===== src/rtl/uart_rx_pkg.sv =====
// uart_rx_pkg: shared types and constants for the UART receive path.
//   state_e   - receiver frame states
//   PAR_*     - values accepted by the PARITY parameter of uart_rx_fifo
//   ctr_width - width of the bit-timing counter for a given CLKS_PER_BIT
package uart_rx_pkg;

  typedef enum logic [2:0] {
    IDLE,
    START,
    DATA,
    PARITY,
    STOP,
    WAIT_IDLE
  } state_e;

  localparam int PAR_NONE = 0;
  localparam int PAR_ODD  = 1;
  localparam int PAR_EVEN = 2;

  // The counter only ever holds values up to CLKS_PER_BIT-1 (CLKS_PER_BIT >= 8).
  function automatic int ctr_width(input int clks_per_bit);
    return (clks_per_bit <= 2) ? 1 : $clog2(clks_per_bit);
  endfunction

endpackage


===== src/rtl/uart_rx_sync_fifo.sv =====
// uart_rx_sync_fifo: single-clock first-word-fall-through FIFO.
//   clk_i, rst_n_i - clock and synchronous active-low reset (control only)
//   push_i         - write push_data_i; accepted when not full, or when full
//                    and a pop happens in the same cycle
//   pop_i          - advance the head; ignored while empty
//   rd_data_o      - head entry, forced to 0 while empty
//   count_o        - exact occupancy 0..DEPTH
//   full_o/empty_o - occupancy flags
// DEPTH must be a power of two so the pointers wrap naturally.
module uart_rx_sync_fifo
  import uart_rx_pkg::*;
#(
  parameter int WIDTH = 8,
  parameter int DEPTH = 16
) (
  input  logic                     clk_i,
  input  logic                     rst_n_i,
  input  logic                     push_i,
  input  logic [WIDTH-1:0]         push_data_i,
  input  logic                     pop_i,
  output logic [WIDTH-1:0]         rd_data_o,
  output logic [$clog2(DEPTH):0]   count_o,
  output logic                     full_o,
  output logic                     empty_o
);

  localparam int AW = $clog2(DEPTH);
  localparam int CW = AW + 1;

  logic [WIDTH-1:0] mem_q [DEPTH];
  logic [AW-1:0]    wr_ptr_q, wr_ptr_d;
  logic [AW-1:0]    rd_ptr_q, rd_ptr_d;
  logic [CW-1:0]    count_q, count_d;
  logic             pop_ok, push_ok;

  assign empty_o = (count_q == '0);
  assign full_o  = (count_q == CW'(DEPTH));
  assign pop_ok  = pop_i & ~empty_o;
  // A pop in the same cycle frees the slot the push needs.
  assign push_ok = push_i & (~full_o | pop_ok);

  always_comb begin
    wr_ptr_d = wr_ptr_q;
    rd_ptr_d = rd_ptr_q;
    count_d  = count_q;
    if (push_ok) wr_ptr_d = wr_ptr_q + AW'(1);
    if (pop_ok)  rd_ptr_d = rd_ptr_q + AW'(1);
    case ({push_ok, pop_ok})
      2'b10:   count_d = count_q + CW'(1);
      2'b01:   count_d = count_q - CW'(1);
      default: count_d = count_q;
    endcase
  end

  always_ff @(posedge clk_i) begin
    if (!rst_n_i) begin
      wr_ptr_q <= '0;
      rd_ptr_q <= '0;
      count_q  <= '0;
    end else begin
      wr_ptr_q <= wr_ptr_d;
      rd_ptr_q <= rd_ptr_d;
      count_q  <= count_d;
    end
  end

  // Storage is data only and carries no reset.
  always_ff @(posedge clk_i) begin
    if (push_ok) mem_q[wr_ptr_q] <= push_data_i;
  end

  assign rd_data_o = empty_o ? '0 : mem_q[rd_ptr_q];
  assign count_o   = count_q;

endmodule


===== src/rtl/uart_rx_fifo.sv =====
// uart_rx_fifo: UART receiver feeding a first-word-fall-through capture FIFO.
//   clk, rst_n  - clock and synchronous active-low reset
//   rxd         - asynchronous serial input, idle high
//   rd_en       - pop the head entry while rd_valid is high
//   rd_data     - head entry (0 while empty)
//   rd_valid    - FIFO non-empty
//   count       - FIFO occupancy
//   busy        - receiver is not IDLE
//   frame_err   - sticky, a stop bit was sampled low
//   parity_err  - sticky, parity mismatch on an otherwise good frame
//   overflow    - sticky, a good frame was dropped because the FIFO was full
//   err_clr     - clears the sticky flags (a same-cycle set wins)
// Build option: define UART_RX_MAJORITY_EN to take every bit sample as the
// 2-of-3 majority at mid-1/mid/mid+1 (one extra clock of latency).
module uart_rx_fifo
  import uart_rx_pkg::*;
#(
  parameter int CLKS_PER_BIT = 217,
  parameter int DATA_BITS    = 8,
  parameter int PARITY       = PAR_NONE,
  parameter int STOP_BITS    = 1,
  parameter int FIFO_DEPTH   = 16
) (
  input  logic                        clk,
  input  logic                        rst_n,
  input  logic                        rxd,
  input  logic                        rd_en,
  output logic [DATA_BITS-1:0]        rd_data,
  output logic                        rd_valid,
  output logic [$clog2(FIFO_DEPTH):0] count,
  output logic                        busy,
  output logic                        frame_err,
  output logic                        parity_err,
  output logic                        overflow,
  input  logic                        err_clr
);

  localparam int CW = ctr_width(CLKS_PER_BIT);
  localparam int IW = 4;
`ifdef UART_RX_MAJORITY_EN
  localparam int MAJ = 1;
`else
  localparam int MAJ = 0;
`endif
  // With majority voting the decision moves one clock later (mid+1); the
  // offset is applied once at START and every later bit keeps the same phase.
  localparam logic [CW-1:0] HALF_LOAD = CW'(CLKS_PER_BIT / 2 - 1 + MAJ);
  localparam logic [CW-1:0] FULL_LOAD = CW'(CLKS_PER_BIT - 1);

  logic [1:0]           sync_q;
  logic                 rs;
  logic                 sample;

  state_e               state_q, state_d;
  logic [CW-1:0]        cnt_q, cnt_d;
  logic [IW-1:0]        idx_q, idx_d;
  logic [DATA_BITS-1:0] shift_q, shift_d;
  logic                 par_pend_q, par_pend_d;
  logic                 frame_err_q, parity_err_q, overflow_q;

  logic                 tick;
  logic                 push;
  logic                 set_ferr, set_perr, set_ovf;
  logic                 par_x;
  logic                 fifo_full, fifo_empty;

  // Stage: 2-flop synchroniser, idles high.
  always_ff @(posedge clk) begin
    if (!rst_n) sync_q <= 2'b11;
    else        sync_q <= {sync_q[0], rxd};
  end
  assign rs = sync_q[1];

`ifdef UART_RX_MAJORITY_EN
  function automatic logic maj3(input logic a, input logic b, input logic c);
    return (a & b) | (a & c) | (b & c);
  endfunction

  // hist_q[0] is rs one clock ago (mid), hist_q[1] two clocks ago (mid-1).
  logic [1:0] hist_q;
  always_ff @(posedge clk) begin
    if (!rst_n) hist_q <= 2'b11;
    else        hist_q <= {hist_q[0], rs};
  end
  assign sample = maj3(rs, hist_q[0], hist_q[1]);
`else
  assign sample = rs;
`endif

  // Stage: frame FSM.
  assign tick  = (cnt_q == '0);
  assign par_x = (^shift_q) ^ sample;

  always_comb begin
    state_d    = state_q;
    cnt_d      = cnt_q;
    idx_d      = idx_q;
    shift_d    = shift_q;
    par_pend_d = par_pend_q;
    push       = 1'b0;
    set_ferr   = 1'b0;
    set_perr   = 1'b0;

    case (state_q)
      IDLE: begin
        // IDLE is only entered with rs high, so a low level is a falling edge.
        if (!rs) begin
          state_d = START;
          cnt_d   = HALF_LOAD;
        end
      end

      START: begin
        if (!tick) begin
          cnt_d = cnt_q - CW'(1);
        end else if (sample) begin
          state_d = IDLE;
        end else begin
          state_d    = DATA;
          cnt_d      = FULL_LOAD;
          idx_d      = '0;
          par_pend_d = 1'b0;
        end
      end

      DATA: begin
        if (!tick) begin
          cnt_d = cnt_q - CW'(1);
        end else begin
          shift_d = {sample, shift_q[DATA_BITS-1:1]};
          cnt_d   = FULL_LOAD;
          if (idx_q == IW'(DATA_BITS - 1)) begin
            idx_d   = '0;
            state_d = (PARITY != PAR_NONE) ? uart_rx_pkg::PARITY : STOP;
          end else begin
            idx_d = idx_q + IW'(1);
          end
        end
      end

      uart_rx_pkg::PARITY: begin
        if (!tick) begin
          cnt_d = cnt_q - CW'(1);
        end else begin
          // par_x is 1 when data plus parity bit hold an odd number of ones.
          par_pend_d = (PARITY == PAR_ODD) ? ~par_x : par_x;
          cnt_d      = FULL_LOAD;
          idx_d      = '0;
          state_d    = STOP;
        end
      end

      STOP: begin
        if (!tick) begin
          cnt_d = cnt_q - CW'(1);
        end else if (!sample) begin
          set_ferr = 1'b1;
          state_d  = WAIT_IDLE;
        end else if (idx_q == IW'(STOP_BITS - 1)) begin
          if (par_pend_q) set_perr = 1'b1;
          else            push     = 1'b1;
          state_d = IDLE;
        end else begin
          idx_d = idx_q + IW'(1);
          cnt_d = FULL_LOAD;
        end
      end

      WAIT_IDLE: begin
        // Holds through a break so it reports a single frame error.
        if (rs) state_d = IDLE;
      end

      default: state_d = IDLE;
    endcase
  end

  always_ff @(posedge clk) begin
    if (!rst_n) begin
      state_q    <= IDLE;
      cnt_q      <= '0;
      idx_q      <= '0;
      par_pend_q <= 1'b0;
    end else begin
      state_q    <= state_d;
      cnt_q      <= cnt_d;
      idx_q      <= idx_d;
      par_pend_q <= par_pend_d;
    end
  end

  always_ff @(posedge clk) begin
    shift_q <= shift_d;
  end

  // Stage: sticky error flags, set has priority over clear.
  assign set_ovf = push & fifo_full & ~(rd_en & rd_valid);

  always_ff @(posedge clk) begin
    if (!rst_n) begin
      frame_err_q  <= 1'b0;
      parity_err_q <= 1'b0;
      overflow_q   <= 1'b0;
    end else begin
      frame_err_q  <= set_ferr | (frame_err_q  & ~err_clr);
      parity_err_q <= set_perr | (parity_err_q & ~err_clr);
      overflow_q   <= set_ovf  | (overflow_q   & ~err_clr);
    end
  end

  // Stage: capture FIFO.
  uart_rx_sync_fifo #(
    .WIDTH (DATA_BITS),
    .DEPTH (FIFO_DEPTH)
  ) u_fifo (
    .clk_i       (clk),
    .rst_n_i     (rst_n),
    .push_i      (push),
    .push_data_i (shift_q),
    .pop_i       (rd_en),
    .rd_data_o   (rd_data),
    .count_o     (count),
    .full_o      (fifo_full),
    .empty_o     (fifo_empty)
  );

  assign rd_valid   = ~fifo_empty;
  assign busy       = (state_q != IDLE);
  assign frame_err  = frame_err_q;
  assign parity_err = parity_err_q;
  assign overflow   = overflow_q;

endmodule


===== config.mk =====
export PLATFORM = sky130hd
export DESIGN_NAME = uart_rx_fifo
export DESIGN_NICKNAME = d
export VERILOG_FILES = /design/src/rtl/uart_rx_pkg.sv /design/src/rtl/uart_rx_sync_fifo.sv /design/src/rtl/uart_rx_fifo.sv
export SDC_FILE = /design/constraint.sdc
export NUM_CORES = 1
export LEC_CHECK = 0
export CAP_MARGIN = 20
export CORE_ASPECT_RATIO = 2
export CORE_MARGIN = 5
export CORE_UTILIZATION = 55
export CTS_CLUSTER_DIAMETER = 120
export DETAILED_ROUTE_END_ITERATION = 16
export GPL_ROUTABILITY_DRIVEN = 0
export HOLD_SLACK_MARGIN = 0.06
export PLACE_DENSITY = 0.85
export SLEW_MARGIN = 5
export SYNTH_ARGS = -nofsm -noshare
export SYNTH_HDL_FRONTEND = slang
export SYNTH_SLANG_ARGS = --single-unit

===== constraint.sdc =====
create_clock -name clk -period 2.9 [get_ports clk]
set_input_delay 0.58 -clock clk [delete_from_list [all_inputs] [get_ports clk]]
set_output_delay 0.58 -clock clk [all_outputs]
set_load 0.01 [all_outputs]

==> impl_metrics.env <==
export IMPL_grt_pass1_wl_um=25700
export IMPL_min_from="sync_q[0]"
export IMPL_whs_ns=0.409
export IMPL_num_antenna_cells=0
export IMPL_ys_warn_count=0
export IMPL_n_fill_cell=891
export IMPL_detail_route_antenna_nets=0
export IMPL_drt_pass1_iterations=6
export IMPL_htree_num_levels=4
export IMPL_finalNetCount=570
export IMPL_path_clk_slew_ns=0.06
export IMPL_synth_xor_area_share_pct=2.10
export IMPL_drt_initial_drc_count=359
export IMPL_cts_tree="done"
export IMPL_power_density_nw_per_um2=701
export IMPL_cpMostUsedCell="mux4_2"
export IMPL_syn_num_nets=497
export IMPL_core_sq_um=13400
export IMPL_avgSynthCellArea_sq_um=15.7
export IMPL_outcome="finished with violations"
export IMPL_ios=23
export IMPL_syn_inst=479
export IMPL_port_buffers=22
export IMPL_required_ns=2.32
export IMPL_ir_worst_vdd_uv=884
export IMPL_root_buffer="clkbuf_16"
export IMPL_fin_skew_ns=0.00740
export IMPL_multi_input_area_sq_um=2440
export IMPL_end_kind="output port"
export IMPL_die_x_um=92.6
export IMPL_synth_simple_area_share_pct=8.92
export IMPL_maxCapViolCount=0
export IMPL_clock_fmax_ghz=0.331
export IMPL_path_cells="buf_12, buf_6, mux4_2, mux4_2, and2_1, buf_2"
export IMPL_grt_usage_pct=21.6
export IMPL_top_layer="met4"
export IMPL_p_leak_nw=2.99
export IMPL_grt_max_degree=33
export IMPL_synth_seq_cells=174
export IMPL_path_max_fanout=7
export IMPL_cpPeakStageDelay_ns=0.54
export IMPL_synth_flop_cell="edfxtp_1"
export IMPL_grt_pass1_vias=4613
export IMPL_cts_buffer_depth=2
export IMPL_place_hpwl_um=11100
export IMPL_layout_commonest_cell="edfxtp_1"
export IMPL_start_kind="register"
export IMPL_drcViolationCount=0
export IMPL_r2r_start="idx_q[0]"
export IMPL_synthMuxAreaShare_pct=13.9
export IMPL_violations="negative setup slack"
export IMPL_die_h_um=175
export IMPL_synth_compound_area_share_pct=5.67
export IMPL_mostFrequentLayoutCells="136 x edfxtp_1, 45 x buf_4, 37 x nor2_1, 37 x dfxtp_1, 36 x mux4_2"
export IMPL_dr_wl_met2_um=9550
export IMPL_min_path_type="reg -> reg"
export IMPL_synth_edf_count=136
export IMPL_hold_viol=0
export IMPL_drive_above_1_share_pct=26.5
export IMPL_clock_sinks=174
export IMPL_critical_path_class="reg -> out"
export IMPL_syn2layout_area_growth_pct=17.5
export IMPL_rsz0062_at_grt="yes"
export IMPL_ys_types=66
export IMPL_cts_buffers=17
export IMPL_setup_viol=8
export IMPL_yosysSeqAreaShare_pct=64.5
export IMPL_fin_crit_sh_pct=104
export IMPL_layout_setup_ws_ns=-0.119
export IMPL_clock_latency_ns=0.42
export IMPL_met3_length_um=618
export IMPL_start_util_pct=55.9
export IMPL_placement_rows=60
export IMPL_cts_hold_buf=0
export IMPL_relSlewSlack_pct=48.9
export IMPL_vias=4452
export IMPL_slew_violations=0
export IMPL_antenna_found_initial=0
export IMPL_min_period_ns=3.02
export IMPL_seq_area_sq_um=4850
export IMPL_via_per_inst=6.18
export IMPL_synth_top_family_by_area="multiplexers"
export IMPL_routedWlPerCell_um=22.9
export IMPL_fp_dieArea_sq_um=16200
export IMPL_tightest_slew_ns=0.766
export IMPL_ys_async_sr_fraction_pct=0
export IMPL_synth_adder_area_share_pct=2.17
export IMPL_routed_wl_um=16500
export IMPL_synth_cell_area_sq_um=7510
export IMPL_cp_slowest_cell="mux4_2"
export IMPL_dp_slack_ns=-0.152
export IMPL_wl_met1_um=5630
export IMPL_grt_ovfl_total=0
export IMPL_arrival_ns=2.44
-- worst paths after layout --
path | to | slack (ns) | depth (start not counted)
max reg2reg | u_fifo.count_o[4] | 0.13 | 12
min | sync_q[1] | 0.41 | 1
max | rd_data[2] | -0.12 | 6
min reg2reg | sync_q[1] | 0.41 | 1
-- cell usage after synthesis (all sizes together) (3+ instances only) --
master / number / area share, %
dfxtp: 38 / 10
nor2: 37 / 1.8
mux2i: 5 / 0.67
a21oi: 17 / 1.2
nand2b: 11 / 0.92
buf: 12 / 1.4
xor2: 8 / 0.93
nand3: 9 / 0.60
edfxtp: 136 / 54
nor3b: 4 / 0.47
nand2: 29 / 1.5
nor4: 3 / 0.53
nor3: 10 / 0.67
inv: 15 / 0.75
nand4: 3 / 0.25
ha: 13 / 2.2
clkbuf: 11 / 0.57
xnor2: 10 / 1.2
and2: 8 / 0.67
a22oi: 3 / 0.37
nor2b: 4 / 0.33
o31ai: 3 / 0.30
mux4: 40 / 13
o21ai: 11 / 0.73
-- routing by layer --
metal	track usage (%)	vias to the layer above
li1	-	1993
met1	21.8	2258
met2	41.9	157
met3	3.58	44
met4	10.2	0
met5	0	-
-- power by group --
part | switching [W] | internal, W | total (W)
clock | 0.000967 | 0.00122 | 0.00218
combinational | 0.000723 | 0.000462 | 0.00118
sequential | 0.0000944 | 0.00272 | 0.00281
-- stage by stage --
step / instances / total power (W) / utilization, % / cell area (sq um) / TNS [ns]
after floorplan: 479 / 0.00371 / - / 7540 / 0
after global placement: 682 / 0.00397 / 61.2 / 8220 / -0.210
after detailed placement: 682 / 0.00401 / 61.2 / 8220 / -0.563
after CTS: 719 / 0.00618 / 65.4 / 8790 / -0.987
after global routing: 720 / 0.00645 / 65.6 / 8820 / -1.26
final: 720 / 0.00618 / 65.6 / 8820 / -0.806
-- sequential cells by signal, indices dropped and copies added, names as in the netlist, named ones only --
name,flops
u_fifo.rd_ptr_q,4
frame_err,1
cnt_q,8
shift_q,8
state_q,3
overflow,1
u_fifo.count_o,5
par_pend_q,1
sync_q,2
parity_err,1
idx_q,4
u_fifo.wr_ptr_q,4
u_fifo.mem_q,128
-- layout make-up --
cell class                 count  share of cell area (%)
clock buffer                  18                    4.87
clock inverter                14                    1.66
inverter                      16                   0.681
multi-input combinational    266                    27.7
sequential                   174                    55.0
tap                          155                    2.20
timing repair buffer          77                    7.93
-- logic make-up (layout without fill, tap and decap cells) --
group | count (synthesis) | after routing
AND/OR/NAND/NOR | 129 | 129
AO/OA/AOI/OAI | 61 | 61
buffers and inverters | 39 | 125
multiplexers | 45 | 45
flip-flops | 174 | 174
XOR/XNOR | 18 | 18
adder cells (fa/ha/maj) | 13 | 13
-- worst max-delay path, delay by kind of cell, from the launching register on --
kind	cells	cell delay, ns
buffers and inverters	3	0.39
DFF	1	0.40
and+or+nand+nor	1	0.17
muxes	2	1.04
-- what timing repair did --
action	4_1_cts	5_1_grt
pin swaps	0	2
cloned	1	0
setup endpoints to repair	9	9
resized for setup	63	7
setup buffers	4	1
Note: power is estimated with default switching activity, not from simulation.
